## src/rtl/seq_mul_radix8_pkg.sv

```systemverilog
// Shared constants and FSM state type for the radix-8 sequential multiplier.
// Module parameters default to the widths held here.
package seq_mul_radix8_pkg;

    localparam int unsigned A_W   = 11;
    localparam int unsigned B_W   = 12;
    localparam int unsigned DIG_W = 3;
    localparam int unsigned NDIG  = B_W / DIG_W;
    localparam int unsigned P_W   = A_W + B_W;

    typedef enum logic [1:0] {
        IDLE,
        RUN,
        DONE
    } state_e;

    // Counter width that stays legal when there is only one digit.
    function automatic int unsigned cnt_width(input int unsigned n);
        return (n > 1) ? $clog2(n) : 1;
    endfunction

endpackage

```

## src/rtl/pp_gen_x8.sv

```systemverilog
// Radix-8 partial-product generator: operand times a 3-bit digit (0..7),
// built from the x1, x2 and x4 multiples selected by the digit bits.
module pp_gen_x8 #(
    parameter int unsigned A_W = seq_mul_radix8_pkg::A_W
) (
    input  logic [A_W-1:0] operand,
    input  logic [2:0]     digit,
    output logic [A_W+2:0] pp
);
    import seq_mul_radix8_pkg::*;

    logic [A_W+DIG_W-1:0] ext;

    assign ext = {{DIG_W{1'b0}}, operand};

    always_comb begin
        pp = '0;
        if (digit[0]) pp = pp + ext;
        if (digit[1]) pp = pp + (ext << 1);
        if (digit[2]) pp = pp + (ext << 2);
    end

endmodule

```

## src/rtl/seq_mul_radix8.sv

```systemverilog
// Unsigned sequential multiplier retiring one 3-bit multiplier digit per clock,
// with a valid/ready handshake on operands and product.
module seq_mul_radix8 #(
    parameter int unsigned A_W = seq_mul_radix8_pkg::A_W,
    parameter int unsigned B_W = seq_mul_radix8_pkg::B_W
) (
    input  logic               clk,
    input  logic               rst,
    input  logic               in_valid,
    output logic               in_ready,
    input  logic [A_W-1:0]     a,
    input  logic [B_W-1:0]     b,
    output logic               out_valid,
    input  logic               out_ready,
    output logic [A_W+B_W-1:0] product,
    output logic               busy
);
    import seq_mul_radix8_pkg::*;

    localparam int unsigned NUM_DIG = B_W / DIG_W;
    localparam int unsigned PROD_W  = A_W + B_W;
    localparam int unsigned CNT_W   = cnt_width(NUM_DIG);
    localparam logic [CNT_W-1:0] LAST_CNT = CNT_W'(NUM_DIG - 1);

    state_e state, state_next;

    logic [A_W-1:0]       a_reg;
    logic [B_W-1:0]       b_reg;
    logic [PROD_W-1:0]    acc;
    logic [CNT_W-1:0]     cnt;
    logic [DIG_W-1:0]     digit;
    logic [A_W+DIG_W-1:0] pp;
    logic [PROD_W-1:0]    pp_shifted;
    logic                 accept;
    logic                 last_dig;

    assign accept     = in_valid && (state == IDLE);
    assign last_dig   = (cnt == LAST_CNT);
    assign digit      = b_reg[DIG_W*cnt +: DIG_W];
    assign pp_shifted = PROD_W'(pp) << (DIG_W * cnt);

    pp_gen_x8 #(
        .A_W (A_W)
    ) u_pp_gen (
        .operand (a_reg),
        .digit   (digit),
        .pp      (pp)
    );

    // State register
    always_ff @(posedge clk) begin
        if (rst) begin
            state <= IDLE;
        end else begin
            state <= state_next;
        end
    end

    // Next-state logic
    always_comb begin
        state_next = state;
        unique case (state)
            IDLE:    if (in_valid) state_next = RUN;
            RUN:     if (last_dig) state_next = DONE;
            DONE:    if (out_ready) state_next = IDLE;
            default: state_next = IDLE;
        endcase
    end

    // Output logic
    always_comb begin
        in_ready  = (state == IDLE);
        out_valid = (state == DONE);
        busy      = (state != IDLE);
        product   = acc;
    end

    // Datapath; cnt holds at the last digit and is cleared by the next accept.
    always_ff @(posedge clk) begin
        if (rst) begin
            a_reg <= '0;
            b_reg <= '0;
            acc   <= '0;
            cnt   <= '0;
        end else if (accept) begin
            a_reg <= a;
            b_reg <= b;
            acc   <= '0;
            cnt   <= '0;
        end else if (state == RUN) begin
            acc <= acc + pp_shifted;
            if (!last_dig) cnt <= cnt + 1'b1;
        end
    end

endmodule
```

## config.mk

```make
export PLATFORM = sky130hd
export DESIGN_NAME = seq_mul_radix8
export DESIGN_NICKNAME = d
export VERILOG_FILES = /design/src/rtl/seq_mul_radix8_pkg.sv /design/src/rtl/pp_gen_x8.sv /design/src/rtl/seq_mul_radix8.sv
export SDC_FILE = /design/constraint.sdc
export NUM_CORES = 1
export LEC_CHECK = 0
export CORE_AREA = 2 2 106 108
export DETAILED_ROUTE_END_ITERATION = 7
export DIE_AREA = 0 0 108 110
export PLACE_DENSITY = 0.68
export SYNTH_ARGS = -nofsm -noshare
export SYNTH_HDL_FRONTEND = slang
export SYNTH_HIERARCHICAL = 1
export SYNTH_SLANG_ARGS = --single-unit
```

## constraint.sdc

```tcl
create_clock -name clk -period 12.3 [get_ports clk]
set_input_delay 2.46 -clock clk [delete_from_list [all_inputs] [get_ports clk]]
set_output_delay 2.46 -clock clk [all_outputs]
set_load 0.02 [all_outputs]
```

==> flow_summary.yaml, run 1 <==
timing:
  max_freq_mhz: 124
  slew_headroom: 0.336
  finalSetupTns_ns: 0
  maxSlewViolCount: 0
  finalClockSkew_ns: 0.0163
  worst_pin_slew_ns: 0.993
  finalCriticalPeriod_ns: 8.04
  rsz0062_at_grt: "no"
  hold_viol_final: 0
  finalSetupViolations: 0
  setup_slack_ns: 4.26
  fin_crit_sh: 0.653
yosys:
  synth_mux_area_frac: 0.0768
  yosys.area_share.simple: 0.234
  ys_async_sr_fraction: 0
  syn_area_um2: 5030
  yosys.area.top_type_share: 0.199
  syn_nets: 767
  synth_cells: 695
  ys.flop_type: "dfxtp_1"
  synth_top_cells_by_area: "dfxtp_1 20%, ha_1 10%, nand2_1 9.5%"
  synth-xor-area-share: 0.0487
  synth-edff-count: 0
  avgSynthCellArea_um2: 7.24
  ys_ff_latch: 50
  synth_top_family_by_area: "compound AO/OA/AOI/OAI gates"
  synth_compound_area_frac: 0.271
  ys_warn_count: 6
  synth_top_area_cell: "dfxtp_1"
  yosysUniqueCellTypes: 69
  synth_fa_ha_area_frac: 0.118
  ys_seq_area_frac: 0.199
pwr:
  power_uw: 431
  p_sw_frac: 0.377
  ir_drop_mv: 0.0842
  p_leak_uw: 0.00232
  p_int_uw: 268
  pwr-share-clk: 0.261
  combPwrFrac: 0.319
  pwr-share-seq: 0.421
  switching_power_uw: 163
  powerDensity_nw_per_um2: 75.7
clocking:
  cts.root.buffer_cell: "clkbuf_8"
  max-clock-path-buffers: 2
  clock_sinks: 50
  cts_tree: "built"
  cts_resized: 0
  postCtsHoldBufs: 0
  post-cts-setup-buffers: 0
  cts.clk_slew.worst_paths_ns: 0.10
  clock_latency_ns: 0.35
  cts_buffers: 5
  htreeDepth: 2
grt:
  grtUsageMet2: 0.364
  grt_max_degree: 29
  grt_pass1_vias: 4659
  grt_usage: 0.232
  use_met3: 0.0370
  global_route.peak_usage_layer: "met2"
  overflow: 0
  antenna_found_initial: 0
  met1_usage: 0.330
  grt_first_pass_wirelength_um: 22200
critical_path:
  cp.arrival_ns: 8.32
  crit_top_cell: "ha_1"
  r2r_start: "cnt[0]"
  worstPathRequired_ns: 12.58
  crit_type: "reg -> reg"
  r2r-end: "product[22]"
  slowest_stage: "dfxtp_1"
  slowest_delay_ns: 0.94
  endpoint_kind: "register"
  ff2ff_setup_slack_ns: 4.26
  rr_worst_depth: 29
  critPathBufInv: 1
  worstPathMaxFanout: 28
  cp_top_family: "compound AO/OA/AOI/OAI gates"
  startpoint_type: "register"
finish:
  nets: 791
  area_growth_syn_to_layout_pct: 13.1
  fin_util: 0.532
  fillerInstances: 1066
  antenna_cells: 0
  stdcell_area_um2: 5690
  largest_reg_flops: 23
  final_layout_size_suffix_gt1_frac: 0.0542
floorplan:
  initial_core_util: 0.470
  pin_count: 53
  core_region_area_um2: 10700
  die_y_um: 110
  die_area_um2: 11900
  die_w_um: 108
  row_count: 38
placed_design:
  dp_slack_ns: 4.45
  place_congestion: 0.933
  port_buffers: 52
  dpl_cell_area_um2: 5590
  dpl.hpwl_um: 10100
min_path:
  min_path_type: "reg -> reg"
  whs_endpoint: "b_reg[11]"
  hold_depth: 2
  min_from: "b_reg[11]"
drt:
  wirelength_um: 13300
  drc: 0
  drtIter0Drc: 360
  final_antenna_net_count: 0
  routed-via-count: 4982
  via_per_inst: 5.79
  drt_pre_antenna_iters: 6
  avgRoutedWirePerCell_um: 15.5
flow_run:
  cap_violations: 0
run_status:
  outcome: "complete, no violations"
-- power by group through the flow --
stage,registers [µW],logic [µW],clock network [µW]
after floorplan,180,103,0
after global placement,184,133,0
after detailed placement,185,135,0
after CTS,181,136,116
after global routing,183,153,120
final,181,137,112
-- worst reg2reg max path, delay by kind of cell, from the launching register on --
kind,cells,cell delay (ns)
AO/OA/AOI/OAI,11,2.25
AND/OR/NAND/NOR,9,2.12
multiplexers,4,1.56
adder cells (fa/ha/maj),4,1.03
flip-flops,1,0.94
buffers and inverters,1,0.08
-- how the worst max path moves through the flow --
stage | start | endpoint | cells after the start
after floorplan | cnt[0] | product[22] | 34
after global placement | cnt[0] | product[22] | 29
after detailed placement | cnt[0] | product[22] | 29
after CTS | cnt[0] | product[22] | 29
after global routing | cnt[0] | product[22] | 29
final | cnt[0] | product[22] | 29
-- layout by cell type, fill, tap and decap left out, types with 9 or more instances in the layout --
cell type	synthesis	final
a211oi_1	9	9
a21o_1	12	12
a21oi_1	68	68
clkdlybuf4s50_1	0	52
dfxtp_1	50	50
ha_1	42	42
inv_1	25	25
mux2_2	14	14
mux2i_1	15	15
nand2_1	128	128
nand3_1	17	17
nor2_1	54	54
nor3_1	12	12
o211ai_1	11	11
o21ai_0	37	37
o21ai_1	9	9
xnor2_1	15	15
xor2_1	13	13
-- cells by family after synthesis --
family          count (synthesis)
xor+xnor                       28
simple gates                  261
mux                            33
buf+inv                        66
compound gates                211
fa+ha+maj                      46
flops                          50
-- layout make-up --
class	instances	area, µm²	area share
Inverter	28	105	0.0185
Tap cell	140	175	0.0308
Sequential cell	50	1000	0.176
Clock buffer	5	68.8	0.0121
Multi-Input combinational cell	579	3770	0.662
Clock inverter	3	28.8	0.00506
Timing Repair Buffer	55	543	0.0954
-- synthesized netlist by cell type (4+ instances only) --
master and instances:
a41oi_1 4, nand3_1 17, ha_1 42, xor2_1 13, a21oi_1 68, or3_1 4, o21bai_1 8, a32o_1 4
and3_1 4, and2_1 8, nor2_1 54, nor2b_1 5, a211oi_1 9, xnor2_1 15, o2bb2ai_1 5, nor3_1 12
o21ai_1 9, a31oi_1 6, o21a_1 4, nand2b_1 8, inv_1 25, a21o_1 12, mux2_2 14, clkbuf_1 30
nand2_1 128, mux2i_1 15, dfxtp_1 50, o31ai_1 6, o211ai_1 11, a22oi_1 4, buf_2 6, o21ai_0 37
-- per-stage QoR --
stage | hold slack, ns | std cells
2_1_floorplan | 0.433 | 695
3_3_place_gp | 0.448 | 852
3_5_place_dp | 0.446 | 852
4_1_cts | 0.461 | 860
5_1_grt | 0.475 | 860
6_report | 0.460 | 860
-- metal layers --
metal / routed length [µm] / vias up
met2: 5780 / 105
met1: 6910 / 2321
met4: 173 / 0
met5: 0 / -
li1: - / 2541
met3: 454 / 15
No activity file was read; power rests on OpenSTA's default activity.
==> run 2: changes to the inputs <==
Settings changed: PLACE_DENSITY 0.68 to 0.71.
Clock period 12.3 ns to 6.8 ns, I/O delays scaled along.
==> flow_summary.yaml, run 2 (synthesis results as in run 1) <==
grt:
  grt_pass1_vias: 4675
  grt_usage: 0.238
  grt_first_pass_wirelength_um: 22900
  grt_max_degree: 28
  overflow: 0
  antenna_found_initial: 0
run_status:
  outcome: "complete, no violations"
critical_path:
  endpoint_kind: "register"
  slowest_delay_ns: 0.49
  slowest_stage: "or4_1"
  crit_top_cell: "nand2_1"
  worstPathMaxFanout: 5
  critPathBufInv: 1
  crit_type: "reg -> reg"
  worstPathRequired_ns: 7.05
  startpoint_type: "register"
  cp.arrival_ns: 6.82
  cp_top_family: "simple AND/OR/NAND/NOR gates"
timing:
  timing.hold.ws_ns: 0.458
  hold_viol_final: 0
  finalCriticalPeriod_ns: 6.56
  finalSetupViolations: 0
  maxSlewViolCount: 0
  setup_slack_ns: 0.238
  fin_crit_sh: 0.965
  worst_pin_slew_ns: 0.956
  slew_headroom: 0.361
  finalClockSkew_ns: 0.0136
  max_freq_mhz: 152
finish:
  final_layout_size_suffix_gt1_frac: 0.151
  nets: 815
  fin_util: 0.585
  final_common_cell: "nand2_1"
  area_growth_syn_to_layout_pct: 24.3
  largest_reg_flops: 23
  antenna_cells: 0
  final_cell_mix: "125 x nand2_1, 64 x a21oi_1, 52 x nor2_1, 52 x clkdlybuf4s50_1, 49 x dfxtp_1"
clocking:
  htreeDepth: 2
  clock_latency_ns: 0.33
  cts_tree: "built"
  max-clock-path-buffers: 2
  cts.root.buffer_cell: "clkbuf_8"
  cts_buffers: 5
  postCtsHoldBufs: 0
  clock_sinks: 50
  cts.clk_slew.worst_paths_ns: 0.10
pwr:
  powerDensity_nw_per_um2: 140
  ir_drop_mv: 0.100
  p_leak_uw: 0.00248
floorplan:
  pin_count: 53
  row_count: 38
  core_region_area_um2: 10700
  initial_core_util: 0.470
  die_y_um: 110
  die_w_um: 108
  die_area_um2: 11900
drt:
  drtIter0Drc: 343
  avgRoutedWirePerCell_um: 16.0
  drc: 0
  via_per_inst: 5.89
  final_antenna_net_count: 0
  drt_pre_antenna_iters: 5
  wirelength_um: 14100
  routed-via-count: 5209
placed_design:
  port_buffers: 52
  place_congestion: 0.970
  dpl.hpwl_um: 10200
  dp_slack_ns: -0.0589
min_path:
  min_path_type: "reg -> reg"
flow_run:
  cap_violations: 0
-- run 2: cell count changes in the layout (fill, tap and decap cells not counted), sizes merged --
cell | before | now
bufinv | 0 | 2
inv | 28 | 26
buf | 3 | 27
-- run 2: layout make-up --
class | instances | area, µm²
clock buffers | 5 | 68.8
clock inverters | 3 | 68.8
fillers | 1008 | 4440
inverters | 28 | 105
multi-input cells | 579 | 4110
flip-flops and latches | 50 | 1000
well taps | 140 | 175
repair buffers | 79 | 723
-- run 2: final timing paths --
kind | slack, ns | cells past startpoint | startpoint | end
max | 0.24 | 33 | cnt[0] | product[22]
max reg2reg | 0.24 | 33 | cnt[0] | product[22]
min | 0.46 | 2 | b_reg[11] | b_reg[11]
min reg2reg | 0.46 | 2 | b_reg[11] | b_reg[11]
-- run 2: tightest hold or removal path: cells and delay by family, from the launching register on --
| kind | cells | cell delay (ns) |
|---|---|---|
| flip-flops | 1 | 0.32 |
| AND/OR/NAND/NOR | 1 | 0.05 |
| AO/OA/AOI/OAI | 1 | 0.05 |
-- run 2: metrics by stage --
step | std cells | setup TNS (ns) | instance area [µm²] | power (µW)
detailed placement | 858 | -0.0589 | 5660 | 584
CTS | 867 | 0 | 5830 | 844
global placement | 858 | -0.0895 | 5660 | 580
global route | 884 | -0.165 | 6260 | 922
floorplan | 695 | 0 | 5070 | 514
finish | 884 | 0 | 6260 | 875
-- run 2: where the power goes --
part / switching [µW] / internal (µW) / total [µW]
clock: 112 / 147 / 260
combinational: 167 / 124 / 291
sequential: 18.7 / 306 / 324
total: 298 / 577 / 875
-- run 2: what timing repair did --
| action | CTS | global route |
|---|---|---|
| resized for setup | 6 | 70 |
| pin swaps | 2 | 38 |
| endpoints found under the setup margin | 1 | 11 |
| setup buffers | 1 | 18 |
-- run 2: metal layers --
layer  GRT usage  share of wire  up-vias
li1            -              -     2583
met1       0.348           0.49     2481
met2       0.372           0.45      129
met3      0.0312          0.042       16
met4      0.0549          0.014        0
met5           0              0        -
